## src/rtl/uart_apb_arb_pkg.sv

```systemverilog
// Shared types and defaults for the UART APB arbiter.
// Holds the sequencer state enum and the latched transfer record.
package uart_apb_arb_pkg;

  localparam int ADDR_W_DEF  = 5;
  localparam int DATA_W_DEF  = 32;
  localparam int TIMEOUT_DEF = 16;

  typedef enum logic [1:0] {
    IDLE,
    SETUP,
    ACCESS,
    DONE
  } arb_state_e;

  typedef struct packed {
    logic                  wr;
    logic [ADDR_W_DEF-1:0] addr;
    logic [DATA_W_DEF-1:0] wdata;
  } xfer_t;

endpackage

```

## src/rtl/uart_apb_rr_pick.sv

```systemverilog
// Two-way round-robin selector.
// ptr names the favoured port when both request.
module uart_apb_rr_pick (
  input  logic [1:0] req,
  input  logic       ptr,
  output logic       idx,
  output logic       valid
);

  always_comb begin
    valid = |req;
    idx   = 1'b0;
    unique case (req)
      2'b11:   idx = ptr;
      2'b10:   idx = 1'b1;
      default: idx = 1'b0;
    endcase
  end

endmodule

```

## src/rtl/uart_apb_arb.sv

```systemverilog
// Round-robin APB master sharing one UART slave port
// between two request-until-done clients.
module uart_apb_arb
  import uart_apb_arb_pkg::*;
#(
  parameter int ADDR_W  = ADDR_W_DEF,
  parameter int DATA_W  = DATA_W_DEF,
  parameter int TIMEOUT = TIMEOUT_DEF
) (
  input  logic              PCLK,
  input  logic              PRESET,
  input  logic              req0,
  input  logic              req1,
  input  logic              wr0,
  input  logic              wr1,
  input  logic [ADDR_W-1:0] addr0,
  input  logic [ADDR_W-1:0] addr1,
  input  logic [DATA_W-1:0] wdata0,
  input  logic [DATA_W-1:0] wdata1,
  output logic              done0,
  output logic              done1,
  output logic              err0,
  output logic              err1,
  output logic [DATA_W-1:0] rdata,
  output logic              PSEL,
  output logic              PENABLE,
  output logic              PWRITE,
  output logic [ADDR_W-1:0] PADDR,
  output logic [DATA_W-1:0] PWDATA,
  input  logic [DATA_W-1:0] PRDATA,
  input  logic              PREADY
);

  localparam int CNT_W = $clog2(TIMEOUT);

  arb_state_e        state_q, state_d;
  xfer_t             xfer_q, xfer_d;
  logic              gnt_q, gnt_d;
  logic              ptr_q, ptr_d;
  logic              err_q, err_d;
  logic [CNT_W-1:0]  cnt_q, cnt_d;
  logic [DATA_W-1:0] rdata_q, rdata_d;

  logic pick_idx;
  logic pick_valid;

  uart_apb_rr_pick u_pick (
    .req   ({req1, req0}),
    .ptr   (ptr_q),
    .idx   (pick_idx),
    .valid (pick_valid)
  );

  always_comb begin
    state_d = state_q;
    xfer_d  = xfer_q;
    gnt_d   = gnt_q;
    ptr_d   = ptr_q;
    err_d   = err_q;
    cnt_d   = cnt_q;
    rdata_d = rdata_q;
    unique case (state_q)
      IDLE: begin
        if (pick_valid) begin
          gnt_d        = pick_idx;
          ptr_d        = ~pick_idx;
          xfer_d.wr    = pick_idx ? wr1 : wr0;
          xfer_d.addr  = ADDR_W_DEF'(pick_idx ? addr1 : addr0);
          xfer_d.wdata = DATA_W_DEF'(pick_idx ? wdata1 : wdata0);
          cnt_d        = '0;
          state_d      = SETUP;
        end
      end
      SETUP: begin
        cnt_d   = '0;
        err_d   = 1'b0;
        rdata_d = '0;
        state_d = ACCESS;
      end
      ACCESS: begin
        if (PREADY) begin
          rdata_d = xfer_q.wr ? '0 : PRDATA;
          err_d   = 1'b0;
          state_d = DONE;
        end else if (cnt_q == CNT_W'(TIMEOUT - 1)) begin
          rdata_d = '0;
          err_d   = 1'b1;
          state_d = DONE;
        end else begin
          cnt_d = cnt_q + CNT_W'(1);
        end
      end
      DONE: begin
        cnt_d   = '0;
        state_d = IDLE;
      end
    endcase
  end

  always_ff @(posedge PCLK) begin
    if (PRESET) begin
      state_q <= IDLE;
      xfer_q  <= '0;
      gnt_q   <= 1'b0;
      ptr_q   <= 1'b0;
      err_q   <= 1'b0;
      cnt_q   <= '0;
      rdata_q <= '0;
    end else begin
      state_q <= state_d;
      xfer_q  <= xfer_d;
      gnt_q   <= gnt_d;
      ptr_q   <= ptr_d;
      err_q   <= err_d;
      cnt_q   <= cnt_d;
      rdata_q <= rdata_d;
    end
  end

  // Address/data hold across idle; only strobes drop.
  always_comb begin
    PSEL    = (state_q == SETUP) || (state_q == ACCESS);
    PENABLE = (state_q == ACCESS);
    PWRITE  = xfer_q.wr;
    PADDR   = ADDR_W'(xfer_q.addr);
    PWDATA  = DATA_W'(xfer_q.wdata);
    done0   = (state_q == DONE) && !gnt_q;
    done1   = (state_q == DONE) && gnt_q;
    err0    = done0 && err_q;
    err1    = done1 && err_q;
    rdata   = (state_q == DONE) ? rdata_q : '0;
  end

endmodule

```

## config.mk

```make
export PLATFORM = sky130hd
export DESIGN_NAME = uart_apb_arb
export DESIGN_NICKNAME = d
export VERILOG_FILES = /design/src/rtl/uart_apb_arb_pkg.sv /design/src/rtl/uart_apb_rr_pick.sv /design/src/rtl/uart_apb_arb.sv
export SDC_FILE = /design/constraint.sdc
export NUM_CORES = 1
export LEC_CHECK = 0
export ABC_CLOCK_PERIOD_IN_PS = 1880
export BUFFER_PORTS_ARGS = -buffer_cell sky130_fd_sc_hd__buf_2
export CORE_ASPECT_RATIO = 1.5
export CORE_UTILIZATION = 25
export DETAILED_ROUTE_END_ITERATION = 10
export GPL_ROUTABILITY_DRIVEN = 0
export SYNTH_ARGS = -nofsm -noshare
export SYNTH_HDL_FRONTEND = slang
export SYNTH_SLANG_ARGS = --single-unit
```

## constraint.sdc

```tcl
create_clock -name PCLK -period 1.88 [get_ports PCLK]
set_input_delay 0.376 -clock PCLK [delete_from_list [all_inputs] [get_ports PCLK]]
set_output_delay 0.376 -clock PCLK [all_outputs]
set_load 0.05 [all_outputs]
```

==> load_flow_metrics.sql <==
INSERT INTO impl_metrics (metric_group, metric, value, unit) VALUES
('logic_synthesis', 'synthSimpleGateAreaFrac', '21.61', '%'),
('placed_design', 'io_buffers', '188', ''),
('floorplanning', 'die_height', '151.2', 'um'),
('logic_synthesis', 'yosys_register_bits', '79', ''),
('floorplanning', 'coreArea', '14530', 'sq um'),
('setup_path', 'r2r-end', 'PWDATA[2]', ''),
('setup_path', 'timing.critical_path.fanout_max', '15', ''),
('logic_synthesis', 'synthesis.area', '3711', 'sq um'),
('sta', 'final_critical_path_setup_slack', '0.1115', 'ns'),
('grt', 'first_pass_grt_wire_length', '16670', 'um'),
('floorplanning', 'placementRows', '54', ''),
('sta', 'final_hold_slack', '0.2894', 'ns'),
('sta', 'timing.fmax', '565.4', 'MHz'),
('detailed_routing', 'drt_wl_total', '11040', 'um'),
('logic_synthesis', 'yosysUniqueCellTypes', '37', ''),
('detailed_routing', 'drt-vias-per-instance', '4.709', ''),
('setup_path', 'reg2reg_setup_slack', '0.22', 'ns'),
('clock_network', 'cts-buffers-inserted', '9', ''),
('grt', 'grt.total_usage', '13.81', '%'),
('placed_design', 'dp_hpwl', '7726', 'um'),
('clock_network', 'tritoncts_num_sinks', '79', ''),
('logic_synthesis', 'syn_area_per_cell', '8.878', 'sq um'),
('flow_run', 'max_cap_viols', '0', ''),
('sta', 'finalCritPeriodShare', '94.07', '%'),
('sta', 'slew_headroom', '70.91', '%'),
('final_layout', 'most-common-layout-cells', '154 x buf_2, 77 x dfxtp_1, 62 x nand2_1', ''),
('final_layout', 'final_net_count', '711', ''),
('setup_path', 'timing.critical_path.required', '1.50', 'ns'),
('setup_path', 'ff2ff_path_depth', '6', ''),
('logic_synthesis', 'synth-adder-area-share', '2.023', '%'),
('clock_network', 'clk-insertion-delay-late', '0.33', 'ns'),
('run_status', 'outcome', 'completed', ''),
('sta', 'grt_setup_unrepaired', 'false', ''),
('grt', 'grt_start_max_net_pins', '41', ''),
('detailed_routing', 'detailedRoute.firstIterationViolations', '132', ''),
('logic_synthesis', 'post_synthesis_compound_gate_area_fraction', '17.94', '%'),
('logic_synthesis', 'synth_warnings', '0', ''),
('final_layout', 'multi_input_comb_area', '1909', 'sq um'),
('final_layout', 'final_layout_size_suffix_gt1_share', '38.02', '%'),
('sta', 'report.final.slew_viol_count', '0', ''),
('clock_network', 'cts_tree', 'done', ''),
('pwr', 'leakage', '2.367', 'nW'),
('floorplanning', 'design.portCount', '189', ''),
('pwr', 'power.total', '7.102', 'mW'),
('floorplanning', 'dieWidth', '101.5', 'um'),
('detailed_routing', 'average_wire_per_cell_in_the_routed_design', '13.92', 'um'),
('grt', 'grt_antenna_before_repair', '1', ''),
('detailed_routing', 'antenna_left', '0', ''),
('grt', 'grt_remaining_overflow', '0', ''),
('sta', 'minimum_clock_period', '1.769', 'ns'),
('sta', 'hold_viol', '0', ''),
('pwr', 'power_density', '1348', 'nW/um^2'),
('worst_hold_path', 'holdPathStages', '3', ''),
('final_layout', 'diodes', '0', ''),
('setup_path', 'timing_worst_setup_path_type', 'reg2out', ''),
('logic_synthesis', 'multiplexer_area_fraction_after_synthesis', '9.171', '%'),
('worst_hold_path', 'worstHoldEndpoint', 'PWDATA[11]', ''),
('final_layout', 'area.sequential', '1584', 'sq um'),
('logic_synthesis', 'main_combinational_cell_family_by_area_after_synthesis', 'simple AND/OR/NAND/NOR gates', ''),
('setup_path', 'startpoint_type', 'flop', ''),
('logic_synthesis', 'synth_xor_area_share', '0', '%'),
('setup_path', 'worstSetupEndpointType', 'primary output', ''),
('setup_path', 'reg2reg_from', 'state_q[0]', ''),
('worst_hold_path', 'classification_of_the_worst_slack_hold_path', 'in2reg', ''),
('detailed_routing', 'detailroute.via_count', '3734', ''),
('final_layout', 'fill_cells', '1524', ''),
('setup_path', 'crit_path_start', 'state_q[1]', ''),
('grt', 'grt_pass1_vias', '3482', ''),
('logic_synthesis', 'synth-seq-area-share', '42.62', '%'),
('final_layout', 'flow.area_growth_from_synthesis', '42.01', '%'),
('worst_hold_path', 'hold_path.startpoint', 'wdata1[11]', '');
worst max-delay path by stage:
stage	slack [ns]	cells after the start	end
4_1_cts	-0.02	4	rdata[24]
5_1_grt	0.03	4	rdata[19]
6_report	0.11	4	rdata[24]
2_1_floorplan	0.07	3	err0
3_5_place_dp	0.18	6	PWDATA[2]
3_3_place_gp	0.24	4	rdata[24]
worst max-delay path, cell delays in order, from the launching register on:
cell and delay, ns:
dfxtp_2 0.37, ha_4 0.16, buf_4 0.18, and2_1 0.16, buf_4 0.20
registers in the layout (all words and copies together) (netlist names):
register / count
PADDR: 5
PWDATA: 32
PWRITE: 1
cnt_q: 4
err_q: 1
gnt_q: 1
ptr_q: 1
rdata_q: 32
state_q: 2
layout make-up:
class	instances	area share (%)
multi-input cells	294	36.23
flip-flops and latches	79	30.06
repair buffers	203	23.17
clock buffers	12	4.677
well taps	196	4.653
clock inverters	4	0.8547
inverters	5	0.3561
cell usage after synthesis:
| library cell | count | area, sq um |
|---|---|---|
| nand2_1 | 62 | 232.7 |
| a21oi_1 | 40 | 200.2 |
| o21ai_0 | 2 | 10.01 |
| a31oi_1 | 2 | 12.51 |
| and3_1 | 3 | 18.77 |
| a221oi_1 | 1 | 8.760 |
| nand2b_1 | 10 | 62.56 |
| a31o_2 | 1 | 8.760 |
| o21a_1 | 1 | 7.510 |
| o22ai_1 | 1 | 6.260 |
| o2111ai_1 | 1 | 8.760 |
| inv_1 | 5 | 18.77 |
| nand3_1 | 38 | 190.2 |
| nor2b_1 | 3 | 18.77 |
| or2_2 | 1 | 6.260 |
| a32oi_1 | 38 | 332.8 |
| o31ai_1 | 1 | 7.510 |
| buf_2 | 17 | 85.08 |
| buf_6 | 1 | 11.26 |
| or3b_1 | 1 | 8.760 |
| nor3b_1 | 1 | 7.510 |
| ha_1 | 6 | 75.07 |
| clkbuf_1 | 15 | 56.30 |
| nand4b_1 | 1 | 8.760 |
| and2_1 | 36 | 225.2 |
| o21bai_1 | 1 | 7.510 |
| buf_1 | 4 | 15.01 |
| o21ai_4 | 1 | 16.27 |
| a211oi_1 | 3 | 22.52 |
| dfxtp_1 | 79 | 1582 |
| mux2i_1 | 34 | 340.3 |
| nor2_1 | 1 | 3.750 |
| a22oi_1 | 1 | 7.510 |
| nand4_1 | 1 | 6.260 |
| buf_12 | 3 | 60.06 |
| o32ai_1 | 1 | 8.760 |
| and4bb_2 | 1 | 12.51 |
through the flow:
step	cells	setup TNS [ns]	instance area [sq um]	utilization [%]
floorplan	418	0	3719	-
global placement	777	0	4868	33.51
detailed placement	777	0	4868	33.51
CTS	793	-0.08047	5251	36.15
global route	793	0	5270	36.28
finish	793	0	5270	36.28
logic make-up (layout without fill, tap and decap cells):
family / Yosys count / after routing
multiplexers: 34 / 34
buffers and inverters: 45 / 224
adder cells (fa/ha/maj): 6 / 6
AO/OA/AOI/OAI: 95 / 95
flip-flops: 79 / 79
AND/OR/NAND/NOR: 159 / 159
routing by layer:
metal | track usage (%) | vias up | wire (um)
li1 | - | 1846 | -
met1 | 15.92 | 1710 | 4716
met5 | 0 | - | 13
met2 | 24.35 | 160 | 5356
met3 | 3.876 | 16 | 789
met4 | 4.420 | 2 | 161
what timing repair did:
action | in CTS | in global routing
resized for setup | 36 | 5
buffers inserted | 0 | 0
setup endpoints to repair | 34 | 34
cloned | 0 | 0
pin swaps | 0 | 0
report_power, final:
part,total [mW],switching [mW],internal (mW)
registers,2.09,0.158,1.93
clock network,1.74,0.676,1.06
logic,3.27,2.13,1.15
(Power assumes the default switching activity.)
